===== config.mk =====
export PLATFORM = sky130hd
export DESIGN_NAME = note_scheduler
export DESIGN_NICKNAME = d
export VERILOG_FILES = /design/src/rtl/music_pkg.sv /design/src/rtl/sched_beat_counter.sv /design/src/rtl/note_scheduler.sv
export SDC_FILE = /design/constraint.sdc
export NUM_CORES = 1
export LEC_CHECK = 0
export CAP_MARGIN = 20
export CORE_UTILIZATION = 40
export CTS_CLUSTER_SIZE = 20
export DETAILED_ROUTE_END_ITERATION = 8
export PLACE_DENSITY = 0.79
export SETUP_SLACK_MARGIN = 0.02
export SKIP_CTS_REPAIR_TIMING = 1
export SLEW_MARGIN = 5
export SYNTH_ARGS = -nofsm -noshare
export SYNTH_HDL_FRONTEND = slang
export SYNTH_SLANG_ARGS = --single-unit

===== constraint.sdc =====
create_clock -name clk -period 2.4 [get_ports clk]
set_input_delay 0.36 -clock clk [delete_from_list [all_inputs] [get_ports clk]]
set_output_delay 0.36 -clock clk [all_outputs]
set_load 0.005 [all_outputs]

===== src/rtl/music_pkg.sv =====
// Shared types and constants for the note scheduler and its beat counter.
// Latency: none; this file holds only types and constants.
// Backpressure: none. SCHED_GAP_EN adds the GAP state encoding.
package music_pkg;

  // Default widths for pitch codes and durations (in beats).
  localparam int NOTE_WIDTH_DEF = 6;
  localparam int DUR_WIDTH_DEF  = 6;

  // One beat is 1/48 s.
  localparam int BEATS_PER_SEC  = 48;

  typedef enum logic [2:0] {
    SCHED_IDLE = 3'd0,
    SCHED_LOAD = 3'd1,
    SCHED_PLAY = 3'd2,
    SCHED_DONE = 3'd3
`ifdef SCHED_GAP_EN
    ,
    SCHED_GAP  = 3'd4
`endif
  } sched_state_t;

endpackage


===== src/rtl/sched_beat_counter.sv =====
// Loadable beats-left down-counter paired with a saturating elapsed-beats up-counter.
// Latency: load and count take effect on the next clk edge.
// Backpressure: none; counts whenever the owner enables it.
module sched_beat_counter
  import music_pkg::*;
#(
  parameter int W = DUR_WIDTH_DEF
) (
  input  logic         clk,
  input  logic         reset,
  input  logic         ld_vld,
  input  logic [W-1:0] ld_dat,
  input  logic         clr_up,
  input  logic         dec_en,
  input  logic         inc_en,
  output logic [W-1:0] beats_left,
  output logic [W-1:0] elapsed
);

  logic [W-1:0] down_q, down_d;
  logic [W-1:0] up_q, up_d;

  // Next values: a load wins over a count; the down-counter stops at zero, the up-counter at all-ones.
  always_comb begin
    down_d = down_q;
    up_d   = up_q;
    if (ld_vld) begin
      down_d = ld_dat;
    end else if (dec_en && (down_q != '0)) begin
      down_d = down_q - W'(1);
    end
    if (clr_up) begin
      up_d = '0;
    end else if (inc_en && (up_q != '1)) begin
      up_d = up_q + W'(1);
    end
  end

  // Counter registers with synchronous active-low clear.
  always_ff @(posedge clk) begin
    if (!reset) begin
      down_q <= '0;
      up_q   <= '0;
    end else begin
      down_q <= down_d;
      up_q   <= up_d;
    end
  end

  assign beats_left = down_q;
  assign elapsed    = up_q;

endmodule


===== src/rtl/note_scheduler.sv =====
// Sequences (pitch, duration) notes into the dynamics path for exactly `duration` beats each.
// Latency: note_load one cycle after the accepting handshake; done_with_note one cycle after the last beat.
// Backpressure: note_in_ready only in IDLE with play=1; SCHED_GAP_EN inserts GAP_BEATS silent beats after each note.
module note_scheduler
  import music_pkg::*;
#(
  parameter int NOTE_WIDTH = NOTE_WIDTH_DEF,
  parameter int DUR_WIDTH  = DUR_WIDTH_DEF,
  parameter int GAP_BEATS  = 1
) (
  input  logic                  clk,
  input  logic                  reset,
  input  logic                  play,
  input  logic                  beat,
  input  logic                  sample_tick,
  input  logic                  note_in_valid,
  output logic                  note_in_ready,
  input  logic [NOTE_WIDTH-1:0] note_in,
  input  logic [DUR_WIDTH-1:0]  duration_in,
  output logic [NOTE_WIDTH-1:0] note_out,
  output logic [DUR_WIDTH-1:0]  duration_out,
  output logic                  note_load,
  output logic                  done_with_note,
  output logic                  generate_next_sample,
  output logic [DUR_WIDTH-1:0]  elapsed_beats,
  output logic                  busy
);

  sched_state_t state_q, state_d;
  logic [NOTE_WIDTH-1:0] note_q, note_d;
  logic [DUR_WIDTH-1:0]  dur_q, dur_d;

  logic                  beat_en;
  logic                  note_hs;
  logic                  note_start;
  logic [DUR_WIDTH-1:0]  beats_left;

  logic                  cnt_ld_vld;
  logic [DUR_WIDTH-1:0]  cnt_ld_dat;
  logic                  cnt_clr_up;
  logic                  cnt_dec_en;
  logic                  cnt_inc_en;

`ifdef SCHED_GAP_EN
  localparam logic [DUR_WIDTH-1:0] GAP_LD = DUR_WIDTH'(GAP_BEATS);
`else
  // Without the gap state the gap length has no consumer.
  logic [31:0] unused_gap_beats;
  assign unused_gap_beats = 32'(GAP_BEATS);
`endif

  // Beats only count while playback runs; a pause freezes both counters.
  assign beat_en = beat && play;

  // Ready is held low while reset is asserted so nothing is taken during the clear.
  assign note_in_ready = reset && play && (state_q == SCHED_IDLE);
  assign note_hs       = note_in_valid && note_in_ready;
  // A zero-duration note is consumed by the handshake but never started.
  assign note_start    = note_hs && (duration_in != '0);

  // State and note registers.
  always_ff @(posedge clk) begin
    if (!reset) begin
      state_q <= SCHED_IDLE;
      note_q  <= '0;
      dur_q   <= '0;
    end else begin
      state_q <= state_d;
      note_q  <= note_d;
      dur_q   <= dur_d;
    end
  end

  // Capture pitch and duration only for notes that will actually play, so outputs hold until the next LOAD.
  always_comb begin
    note_d = note_q;
    dur_d  = dur_q;
    if (note_start) begin
      note_d = note_in;
      dur_d  = duration_in;
    end
  end

  // Next-state: LOAD and DONE always complete; IDLE, PLAY and GAP advance only with play=1.
  always_comb begin
    state_d = state_q;
    case (state_q)
      SCHED_IDLE: if (note_start) state_d = SCHED_LOAD;
      SCHED_LOAD: state_d = SCHED_PLAY;
      SCHED_PLAY: if (beat_en && (beats_left == DUR_WIDTH'(1))) state_d = SCHED_DONE;
`ifdef SCHED_GAP_EN
      SCHED_DONE: state_d = SCHED_GAP;
      SCHED_GAP: begin
        // A zero-length gap still spends exactly one cycle here.
        if ((beats_left == '0) || (beat_en && (beats_left == DUR_WIDTH'(1)))) begin
          state_d = SCHED_IDLE;
        end
      end
`else
      SCHED_DONE: state_d = SCHED_IDLE;
`endif
      default:    state_d = SCHED_IDLE;
    endcase
  end

  // Outputs and counter control per state.
  always_comb begin
    note_load            = 1'b0;
    done_with_note       = 1'b0;
    generate_next_sample = 1'b0;
    busy                 = 1'b1;
    cnt_ld_vld           = 1'b0;
    cnt_ld_dat           = duration_in;
    cnt_clr_up           = 1'b0;
    cnt_dec_en           = 1'b0;
    cnt_inc_en           = 1'b0;
    case (state_q)
      SCHED_IDLE: begin
        busy = 1'b0;
        // Loading at the handshake makes elapsed_beats read 0 during LOAD.
        cnt_ld_vld = note_start;
        cnt_clr_up = note_start;
      end
      SCHED_LOAD: begin
        note_load = 1'b1;
      end
      SCHED_PLAY: begin
        generate_next_sample = sample_tick && play;
        cnt_dec_en           = beat_en;
        cnt_inc_en           = beat_en;
      end
      SCHED_DONE: begin
        done_with_note = 1'b1;
`ifdef SCHED_GAP_EN
        // Reuse the beats-left counter for the gap; elapsed_beats keeps the finished note's count.
        cnt_ld_vld = 1'b1;
        cnt_ld_dat = GAP_LD;
`endif
      end
`ifdef SCHED_GAP_EN
      SCHED_GAP: begin
        cnt_dec_en = beat_en;
      end
`endif
      default: begin
        busy = 1'b0;
      end
    endcase
  end

  sched_beat_counter #(
    .W(DUR_WIDTH)
  ) u_beat_counter (
    .clk        (clk),
    .reset      (reset),
    .ld_vld     (cnt_ld_vld),
    .ld_dat     (cnt_ld_dat),
    .clr_up     (cnt_clr_up),
    .dec_en     (cnt_dec_en),
    .inc_en     (cnt_inc_en),
    .beats_left (beats_left),
    .elapsed    (elapsed_beats)
  );

  assign note_out     = note_q;
  assign duration_out = dur_q;

endmodule


# [After elaboration in Yosys (flattened, before gate mapping)]
# Index checks and enable logic that the tools add are counted.
[totals] mem_bits_rw=0 rom_bits=0 word_cells=42 memories=0 regBits=27 inputBits=18 latchBits=0
[op_classes] n_div=0 shift=0 mux=11 bitwise=1 n_reduce_logical=16 n_mul=0 n_eq_ne=7 order_cmp=0 add_sub_neg=2
[op_table] cell="two-way mux 6 bit" count=2
[op_table] cell="nonzero test 6 bit" count=2
[op_table] cell="logical AND 1 bit" count=9
[op_table] cell="one-hot mux 3 bit (3 select lines)" count=1
[op_table] cell="adder 6 x 1 -> 6 bit (second input constant)" count=1
[op_table] cell="== test 3 x 2 -> 1 bit (second input constant)" count=2
[op_table] cell="== test 6 x 1 -> 1 bit (second input constant)" count=1
[op_table] cell="two-way mux 1 bit" count=6
[op_table] cell="two-way mux 3 bit" count=2
[op_table] cell="inequality test 6 bit (second input constant)" count=1
[op_table] cell="subtractor 6 x 1 -> 6 bit (second input constant)" count=1
[op_table] cell="inequality test 2 bit (second input constant)" count=2
[op_table] cell="== test 3 x 1 -> 1 bit (second input constant)" count=1
[op_table] cell="zero test 3 bit" count=1
[op_table] cell="OR reduction 3 bit" count=1
[op_table] cell="AND reduction 2 bit" count=1
[op_table] cell="nonzero test 2 bit" count=1
[op_table] cell="OR reduction 2 bit" count=1
[op_table] cell="inverter 1 bit" count=1

# [Logic depth before layout (Yosys ltp)]
# Gate-level depths: netlist of the first run.
[logic_depth] ltp_word=6 mapped_depth=7

# [Modules after synthesis]
# A second synthesis of the first run with hierarchy kept.
[unflattened] hier_cells=144 hier_area_um2=1360.1
[by_module_without_submodules] mod="note_scheduler" area_per_inst_um2=709.4 cells_per_inst=68 instances=1
[by_module_without_submodules] mod="sched_beat_counter" area_per_inst_um2=650.6 cells_per_inst=76 instances=1

# [Worst setup path before layout of the first run]
# OpenSTA, ideal clock, no wires.
[synth_timing] path_kind="reg2reg" from="register state_q[0]" to="register u_beat_counter.down_q[5], in the netlist u_beat_counter.beats_left[5]" stages_incl_launch_ff=7 slack_ns=0.681 t_arrival_ns=1.644 setup_time_ns=0.074 cell_sequence="dfxtp_1 -> inv_1 -> ha_1 -> nand3_2 -> a2111o_1 -> or3_1 -> a31oi_1"
[synth_via] elab_chain_len=6 word_cells_on_any_way=10
[synth_rtl] element="start, declared" line="note_scheduler.sv:29" source="sched_state_t state_q, state_d;"
[synth_rtl] element="start signal, assigned" line="note_scheduler.sv:68" source="state_q <= state_d;"
[synth_rtl] element="zero test 3 bit" line="note_scheduler.sv:56, note_scheduler.sv:117"
[synth_rtl] element="logical AND 1 bit" line="note_scheduler.sv:56" source="assign note_in_ready = reset && play && (state_q == SCHED_IDLE);"
[synth_rtl] element="logical AND 1 bit" line="note_scheduler.sv:57" source="assign note_hs = note_in_valid && note_in_ready;"
[synth_rtl] element="logical AND 1 bit" line="note_scheduler.sv:59" source="assign note_start = note_hs && (duration_in != '0);"
[synth_rtl] element="two-way mux 1 bit" line="note_scheduler.sv:117" source="case (state_q)"
[synth_rtl] element="two-way mux 6 bit or nonzero test 2 bit (tied branches)"
[synth_rtl] element="end signal, assigned" line="sched_beat_counter.sv:45" source="down_q <= down_d;"
[synth_rtl] element="end, declared" line="sched_beat_counter.sv:20" source="logic [W-1:0] down_q, down_d;"
# Parallel ways exist; a longest one is shown, timed or not.
# A chain may end at the register's enable or synchronous reset.

# [Worst setup path in the final report of the first run]
[layout_timing] from="register state_q[0]" to="output generate_next_sample"
[layout_via] elab_chain_len=2
[layout_rtl] element="== test 3 x 2 -> 1 bit" line="note_scheduler.sv:117"
[layout_rtl] element="two-way mux 1 bit" line="note_scheduler.sv:117"
[layout_rtl] element="end, declared" line="note_scheduler.sv:24" source="output logic generate_next_sample,"
# No other way between the ends.

==> results.cfg, run 1 <==
[run_status]
status = complete, no violations

[setup_path]
crit_end = generate_next_sample
startpoint_type = flip-flop
critPathBufInv = 2
rr_worst_depth = 6
required_ns = 2.04
worst-path-max-fanout = 5
critPathCaptureType = output pin
crit_start = state_q[0]
cpPeakStageDelay_ns = 0.44
r2r_slack_ns = 0.42
cpMaxStageDelayCell = dfxtp_1
r2r-end = u_beat_counter.beats_left[5]
critPathKind = reg2out
cp_top_family = buffers and inverters
cp.depth = 4
r2r-start = state_q[0]
arrival_ns = 1.81
crit_chain = inv_1 > ha_1 > and3_2 > clkdlybuf4s50_1

[timing]
skew_ns = 0.00148
rsz0062_at_grt = false
tightest_slew_ns = 0.558
slew-limit-headroom = 0.624
fin_crit_sh = 0.903
period_needed_ns = 2.17
fin_tns_setup_ns = 0
setup_viol = 0
final_hold_viol_count = 0
maxSlewViolCount = 0
fmax_ghz = 0.462
whs_ns = 0.472

[cts]
cts_buffer_depth = 2
cts_tree = built
clock_sinks = 26
clk_latency_ns = 0.33
path_clk_slew_ns = 0.14
htreeDepth = 1
numCtsBuffers = 3
root_buffer = clkbuf_4

[routing]
wire_per_inst_um = 13.4
route.detailed.drc = 0
drtIter0Drc = 70
via_per_inst = 5.11
first_pass_iters = 4
ant_nets = 0
vias = 1186
wirelength_um = 3100

[grt]
grt_max_degree = 18
grt_pass1_vias = 1202
grt_overflow_total = 0
grt_pass1_wl_um = 5330
grt_usage = 0.202
antenna_found_initial = 0

[pwr]
seq_power_share = 0.446
power_frac_clock = 0.264
swShare = 0.280
p_sw_uw = 319
power.density_nw_per_um2 = 637
p_int_uw = 820
vdd_drop_max_v = 0.000295
combPwrFrac = 0.290
leakage_nw = 0.671

[floorplan]
die_w_um = 58.3
core_area_um2 = 3030
row_count = 20
die-area_um2 = 3400
fp.dieH_um = 58.3
pin_count = 41
initial_core_util = 0.419

[final_layout]
drive_above_1_share = 0.0798
antenna_cells = 0
finalInstanceArea_um2 = 1790
final_common_cell = clkdlybuf4s50_1
fin_nets = 217
syn2layout_area_growth_pct = 40.8
final_cell_mix = 40 x clkdlybuf4s50_1, 26 x dfxtp_1, 22 x nand2_1
utilization = 0.590

[synth]
synth_area_per_cell_um2 = 8.82
synthesis.nets = 172
yosys_warnings = 0
synth_cell_types = 33
synthCells = 144
synth_area_um2 = 1270
ys_ff_latch = 26
seq_area_frac_synth = 0.410

[placed_design]
placed_area_um2 = 1740
place_congestion = 0.809
hpwl_um = 2390
port_buffers = 40

[job]
maxCapViolCount = 0

[min_path]
hold_class = reg2reg
[through the flow]
| step | setup slack [ns] | power, mW | std cells |
|---|---|---|---|
| 3_3_place_gp | 0.333 | 0.833 | 228 |
| 2_1_floorplan | 0.681 | 0.695 | 144 |
| 6_report | 0.233 | 1.14 | 232 |
| 3_5_place_dp | 0.250 | 0.846 | 228 |
| 5_1_grt | 0.145 | 1.21 | 232 |
| 4_1_cts | 0.222 | 1.15 | 232 |
[cell families (layout without fill, tap and decap cells)]
logic type | Yosys count | in the layout | share of synthesized area
flip-flops | 26 | 26 | 0.410
multiplexers | 4 | 4 | 0.0315
AO/OA/AOI/OAI | 36 | 36 | 0.183
adder cells (fa/ha/maj) | 10 | 10 | 0.0985
AND/OR/NAND/NOR | 50 | 50 | 0.195
XOR/XNOR | 7 | 7 | 0.0483
buffers and inverters | 11 | 55 | 0.0335
[layout make-up]
type	instances	area (µm²)
Inverter	8	30.0
Tap cell	44	55.1
Timing Repair Buffer	43	423
Sequential cell	26	520
Clock buffer	3	22.5
Multi-Input combinational cell	107	707
Clock inverter	1	30.0
Fill cell	290	1240
[synth_stat cells, drive strengths merged]
library cell | count | share of area
a2111o | 1 | 0.0089
a2111oi | 1 | 0.0069
a211oi | 3 | 0.018
a21o | 1 | 0.0059
a21oi | 11 | 0.043
a22o | 5 | 0.034
a22oi | 1 | 0.0059
a31o | 1 | 0.0069
a31oi | 3 | 0.015
and3 | 4 | 0.023
buf | 1 | 0.0039
clkbuf | 2 | 0.0059
clkinv | 1 | 0.0030
dfxtp | 26 | 0.41
ha | 10 | 0.099
inv | 7 | 0.021
mux2i | 4 | 0.032
nand2 | 22 | 0.065
nand3 | 3 | 0.016
nand4 | 2 | 0.0099
nor2 | 11 | 0.033
nor4 | 1 | 0.0099
nor4b | 1 | 0.0069
o211ai | 1 | 0.0059
o21ai | 7 | 0.028
o22ai | 1 | 0.0049
or3 | 5 | 0.026
or3b | 1 | 0.0069
xnor2 | 5 | 0.034
xor2 | 2 | 0.014
[worst min-delay path by stage]
| stage | from | to | cells past startpoint | slack [ns] |
|---|---|---|---|---|
| 2_1_floorplan | duration_out[0] | duration_out[0] | 2 | 0.45 |
| 3_3_place_gp | duration_out[0] | duration_out[0] | 2 | 0.45 |
| 6_report | duration_out[0] | duration_out[0] | 2 | 0.47 |
| 3_5_place_dp | note_out[0] | note_out[0] | 2 | 0.45 |
| 5_1_grt | note_out[0] | note_out[0] | 2 | 0.49 |
| 4_1_cts | note_out[0] | note_out[0] | 2 | 0.47 |
[power by group through the flow]
| stage | Clock, mW | Combinational (mW) | Sequential (mW) |
|---|---|---|---|
| after floorplan | 0 | 0.184 | 0.510 |
| after global placement | 0 | 0.319 | 0.515 |
| after detailed placement | 0 | 0.330 | 0.517 |
| after CTS | 0.309 | 0.333 | 0.508 |
| after global routing | 0.329 | 0.368 | 0.514 |
| final | 0.300 | 0.330 | 0.508 |
[flip-flops by register name, summed over array words and instances, names as in the netlist]
name / flops
note_out: 6
state_q: 2
duration_out: 6
u_beat_counter.beats_left: 6
u_beat_counter.elapsed: 6
[layer usage]
layer  GRT usage  wire, µm  vias to the layer above  share of wire
met5           0         0                        -              0
met4      0.0952        51                        0          0.016
met3      0.0352       175                        7          0.056
met2       0.351      1540                       42           0.50
met1       0.242      1330                      543           0.43
li1            -         -                      594              -
[tightest hold or removal path, stage by stage, from the launching register on]
cell and delay, ns:
dfxtp_1 0.34, nand2_1 0.05, a21oi_1 0.05
(Power assumes the default switching activity.)
==> run 2: changes to the inputs <==
Settings changed: PLACE_DENSITY 0.79 to unset, PLACE_DENSITY_LB_ADDON set to 0.08.
==> run 2 against run 1 <==
Effect of this change: final cell count stayed put; global-route usage is 2.6 points lower; design area is 0.91% lower; sequential cell count stayed put; critical endpoint unchanged.
==> results.cfg, run 2 (synthesized netlist as in run 1, its figures left out) <==
[placed_design]
placed_cells = 228
place_congestion = 0.730
port_buffers = 40
pre_cts_ws_ns = 0.272
hpwl_um = 2190
placed_area_um2 = 1740

[floorplan]
pin_count = 41
initial_core_util = 0.419
fp.dieH_um = 58.3
die_w_um = 58.3
die-area_um2 = 3400
core_area_um2 = 3030
row_count = 20

[cts]
cts_buffer_depth = 2
numCtsBuffers = 3
clock_sinks = 26
path_clk_slew_ns = 0.13
clk_latency_ns = 0.31
root_buffer = clkbuf_4
cts_tree = built
htreeDepth = 1

[setup_path]
critPathBufInv = 2
cpPeakStageDelay_ns = 0.44
arrival_ns = 1.79
cpMaxStageDelayCell = dfxtp_1
critPathCaptureType = output pin
critPathKind = reg2out
cp_top_family = buffers and inverters
crit_chain = inv_1 > ha_1 > and3_2 > clkdlybuf4s50_1
startpoint_type = flip-flop
required_ns = 2.04
worst-path-max-fanout = 5

[routing]
wire_per_inst_um = 11.7
first_pass_iters = 4
drtIter0Drc = 50
wirelength_um = 2720
via_per_inst = 5.10
vias = 1183
route.detailed.drc = 0
ant_nets = 0

[grt]
grt_pass1_wl_um = 4620
grt_usage = 0.177
grt_max_degree = 18
grt_overflow_total = 0
grt_pass1_vias = 1098
antenna_found_initial = 0

[final_layout]
final_cell_mix = 40 x clkdlybuf4s50_1, 26 x dfxtp_1, 22 x nand2_1
finalInstanceArea_um2 = 1770
syn2layout_area_growth_pct = 39.5
antenna_cells = 0
fin_nets = 217
drive_above_1_share = 0.0798
final_cells = 232
final_common_cell = clkdlybuf4s50_1

[timing]
fin_tns_setup_ns = 0
slew-limit-headroom = 0.662
setup_viol = 0
skew_ns = 0.00254
layout_setup_ws_ns = 0.252
whs_ns = 0.465
tightest_slew_ns = 0.495
fin_crit_sh = 0.895
final_hold_viol_count = 0
maxSlewViolCount = 0
fmax_ghz = 0.466
rsz0062_at_grt = false
period_needed_ns = 2.15

[pwr]
vdd_drop_max_v = 0.000290
leakage_nw = 0.664
power.density_nw_per_um2 = 591

[job]
maxCapViolCount = 0

[run_status]
status = complete, no violations

[min_path]
hold_class = reg2reg
## run 2: stage by stage
stage / power [mW] / util
after floorplan: 0.695 / -
after global placement: 0.835 / 0.573
after detailed placement: 0.846 / 0.573
after CTS: 1.06 / 0.585
after global routing: 1.12 / 0.585
final: 1.05 / 0.585
## run 2: worst min-delay path, stage by stage (launching register included)
cell,delay (ns)
dfxtp_1,0.33
nand2_1,0.05
a21oi_1,0.05
## run 2: cell type report
type,count,area [µm²]
fillers,299,1260
multi-input cells,107,707
flip-flops and latches,26,520
repair buffers,43,423
well taps,44,55.1
clock buffers,4,36.3
inverters,8,30.0
## run 2: where the power goes
| group | switching [mW] | internal, mW |
|---|---|---|
| registers | 0.0349 | 0.471 |
| clock network | 0.123 | 0.0927 |
| logic | 0.145 | 0.181 |
| total | 0.303 | 0.744 |
## run 2: final timing paths
kind	startpoint	to	slack (ns)	cells after the start
max	state_q[0]	generate_next_sample	0.25	4
min	note_out[0]	note_out[0]	0.47	2
max reg2reg	state_q[0]	u_beat_counter.beats_left[5]	0.47	6
min reg2reg	note_out[0]	note_out[0]	0.47	2
## run 2: per-layer routing
layer	vias to the layer above	wire (µm)	track usage	share of wire
li1	597	-	-	-
met4	0	44	0.0714	0.016
met2	28	1270	0.307	0.47
met5	-	0	0	0
met3	5	104	0.0220	0.038
met1	553	1300	0.222	0.48
==> run 3: changes to the inputs <==
Settings changed: HOLD_SLACK_MARGIN set to 0.12, RECOVER_POWER set to 100.
==> run 3 against run 2 <==
Effect of this change: core utilization decreased by 0.17 points; final cell count unchanged; combinational power decreased by 5%; sequential share of layout area increased by 0.083 points; critical path depth unchanged; sequential cell count unchanged; hold slack got worse by 0.0027 ns; global-route usage unchanged; die area unchanged; first-iteration DRC count decreased by 4.0%; critical path type unchanged; critical endpoint is now note_in_ready; largest cell class unchanged; highest routed layer unchanged.
==> results.cfg, run 3 (synthesized netlist as in run 1, its figures left out) <==
[cts]
htreeDepth = 1
numCtsBuffers = 3
root_buffer = clkbuf_4
path_clk_slew_ns = 0.13
clk_latency_ns = 0.31
cts_tree = built
cts_buffer_depth = 2
clock_sinks = 26

[timing]
final_hold_viol_count = 0
fmax_ghz = 0.454
setup_viol = 0
layout_setup_ws_ns = 0.195
period_needed_ns = 2.20
fin_tns_setup_ns = 0
tightest_slew_ns = 0.498
maxSlewViolCount = 0
rsz0062_at_grt = false
fin_crit_sh = 0.919
skew_ns = 0.00200
slew-limit-headroom = 0.659

[setup_path]
arrival_ns = 1.84
cpPeakStageDelay_ns = 0.57
startpoint_type = flip-flop
cp_top_family = buffers and inverters
critPathKind = reg2out
critPathCaptureType = output pin
cpMaxStageDelayCell = dlygate4sd3_1
worst-path-max-fanout = 5
required_ns = 2.04
critPathBufInv = 2
crit_chain = inv_1 > ha_1 > and3_2 > dlygate4sd3_1

[floorplan]
die_w_um = 58.3
core_area_um2 = 3030
die-area_um2 = 3400
fp.dieH_um = 58.3
row_count = 20
pin_count = 41
initial_core_util = 0.419

[pwr]
power.density_nw_per_um2 = 583
combPwrFrac = 0.302
seq_power_share = 0.490
p_sw_uw = 300
swShare = 0.291
leakage_nw = 0.734
power_mw = 1.03
vdd_drop_max_v = 0.000286
p_int_uw = 730
power_frac_clock = 0.208

[routing]
vias = 1165
via_per_inst = 5.02
route.detailed.drc = 0
ant_nets = 0
first_pass_iters = 4
wire_per_inst_um = 11.7
drtIter0Drc = 48
wirelength_um = 2720

[grt]
antenna_found_initial = 0
grt_overflow_total = 0
grt_usage = 0.177
grt_pass1_vias = 1098
grt_max_degree = 18
grt_pass1_wl_um = 4620

[final_layout]
utilization = 0.583
final_cell_mix = 26 x dfxtp_1, 22 x nand2_1, 22 x dlygate4sd3_1
fin_nets = 217
final_cells = 232
drive_above_1_share = 0.0691
syn2layout_area_growth_pct = 39.1
final_common_cell = dfxtp_1
antenna_cells = 0

[placed_design]
place_congestion = 0.730
port_buffers = 40
placed_cells = 228
hpwl_um = 2190
pre_cts_ws_ns = 0.272

[job]
maxCapViolCount = 0

[min_path]
hold_class = reg2reg

[run_status]
status = complete, no violations
run 3: path summary, 6_finish.rpt:
check	startpoint	depth (start not counted)	slack [ns]	to
setup / recovery	state_q[0]	4	0.20	note_in_ready
hold / removal	note_out[0]	2	0.46	note_out[0]
setup reg to reg	state_q[0]	6	0.40	u_beat_counter.beats_left[5]
hold reg to reg	note_out[0]	2	0.46	note_out[0]
run 3: through the flow:
| step | cell area (µm²) | hold slack (ns) |
|---|---|---|
| final | 1770 | 0.462 |
| after global routing | 1770 | 0.487 |
| after CTS | 1770 | 0.469 |
| after detailed placement | 1740 | 0.450 |
| after global placement | 1740 | 0.446 |
| after floorplan | 1270 | 0.453 |
run 3: worst register-to-register path, delay by kind of cell, from the launching register on:
family	cells	cell delay, ns
buffers and inverters	1	0.12
DFF	1	0.38
adders and majority gates	1	0.25
AOI/OAI and AO/OA	2	0.61
and+or+nand+nor	2	0.58
run 3: per-layer routing:
| metal | track usage | part of all wire | vias up |
|---|---|---|---|
| met5 | 0 | 0 | - |
| met4 | 0.0714 | 0.0074 | 0 |
| met3 | 0.0220 | 0.038 | 2 |
| met2 | 0.307 | 0.47 | 25 |
| met1 | 0.222 | 0.48 | 539 |
| li1 | - | - | 599 |
run 3: layout make-up:
cell class              count  area [µm²]
inverters                   8        30.0
repair buffers             43         423
fillers                   299        1260
clock buffers               4        36.3
multi-input cells         107         702
well taps                  44        55.1
flip-flops and latches     26         520
run 3: power by group through the flow:
stage	registers, mW	logic (mW)	clock network, mW
6_report	0.504	0.311	0.214
5_1_grt	0.511	0.352	0.243
4_1_cts	0.506	0.331	0.223
3_5_place_dp	0.515	0.330	0
3_3_place_gp	0.514	0.321	0
2_1_floorplan	0.510	0.184	0
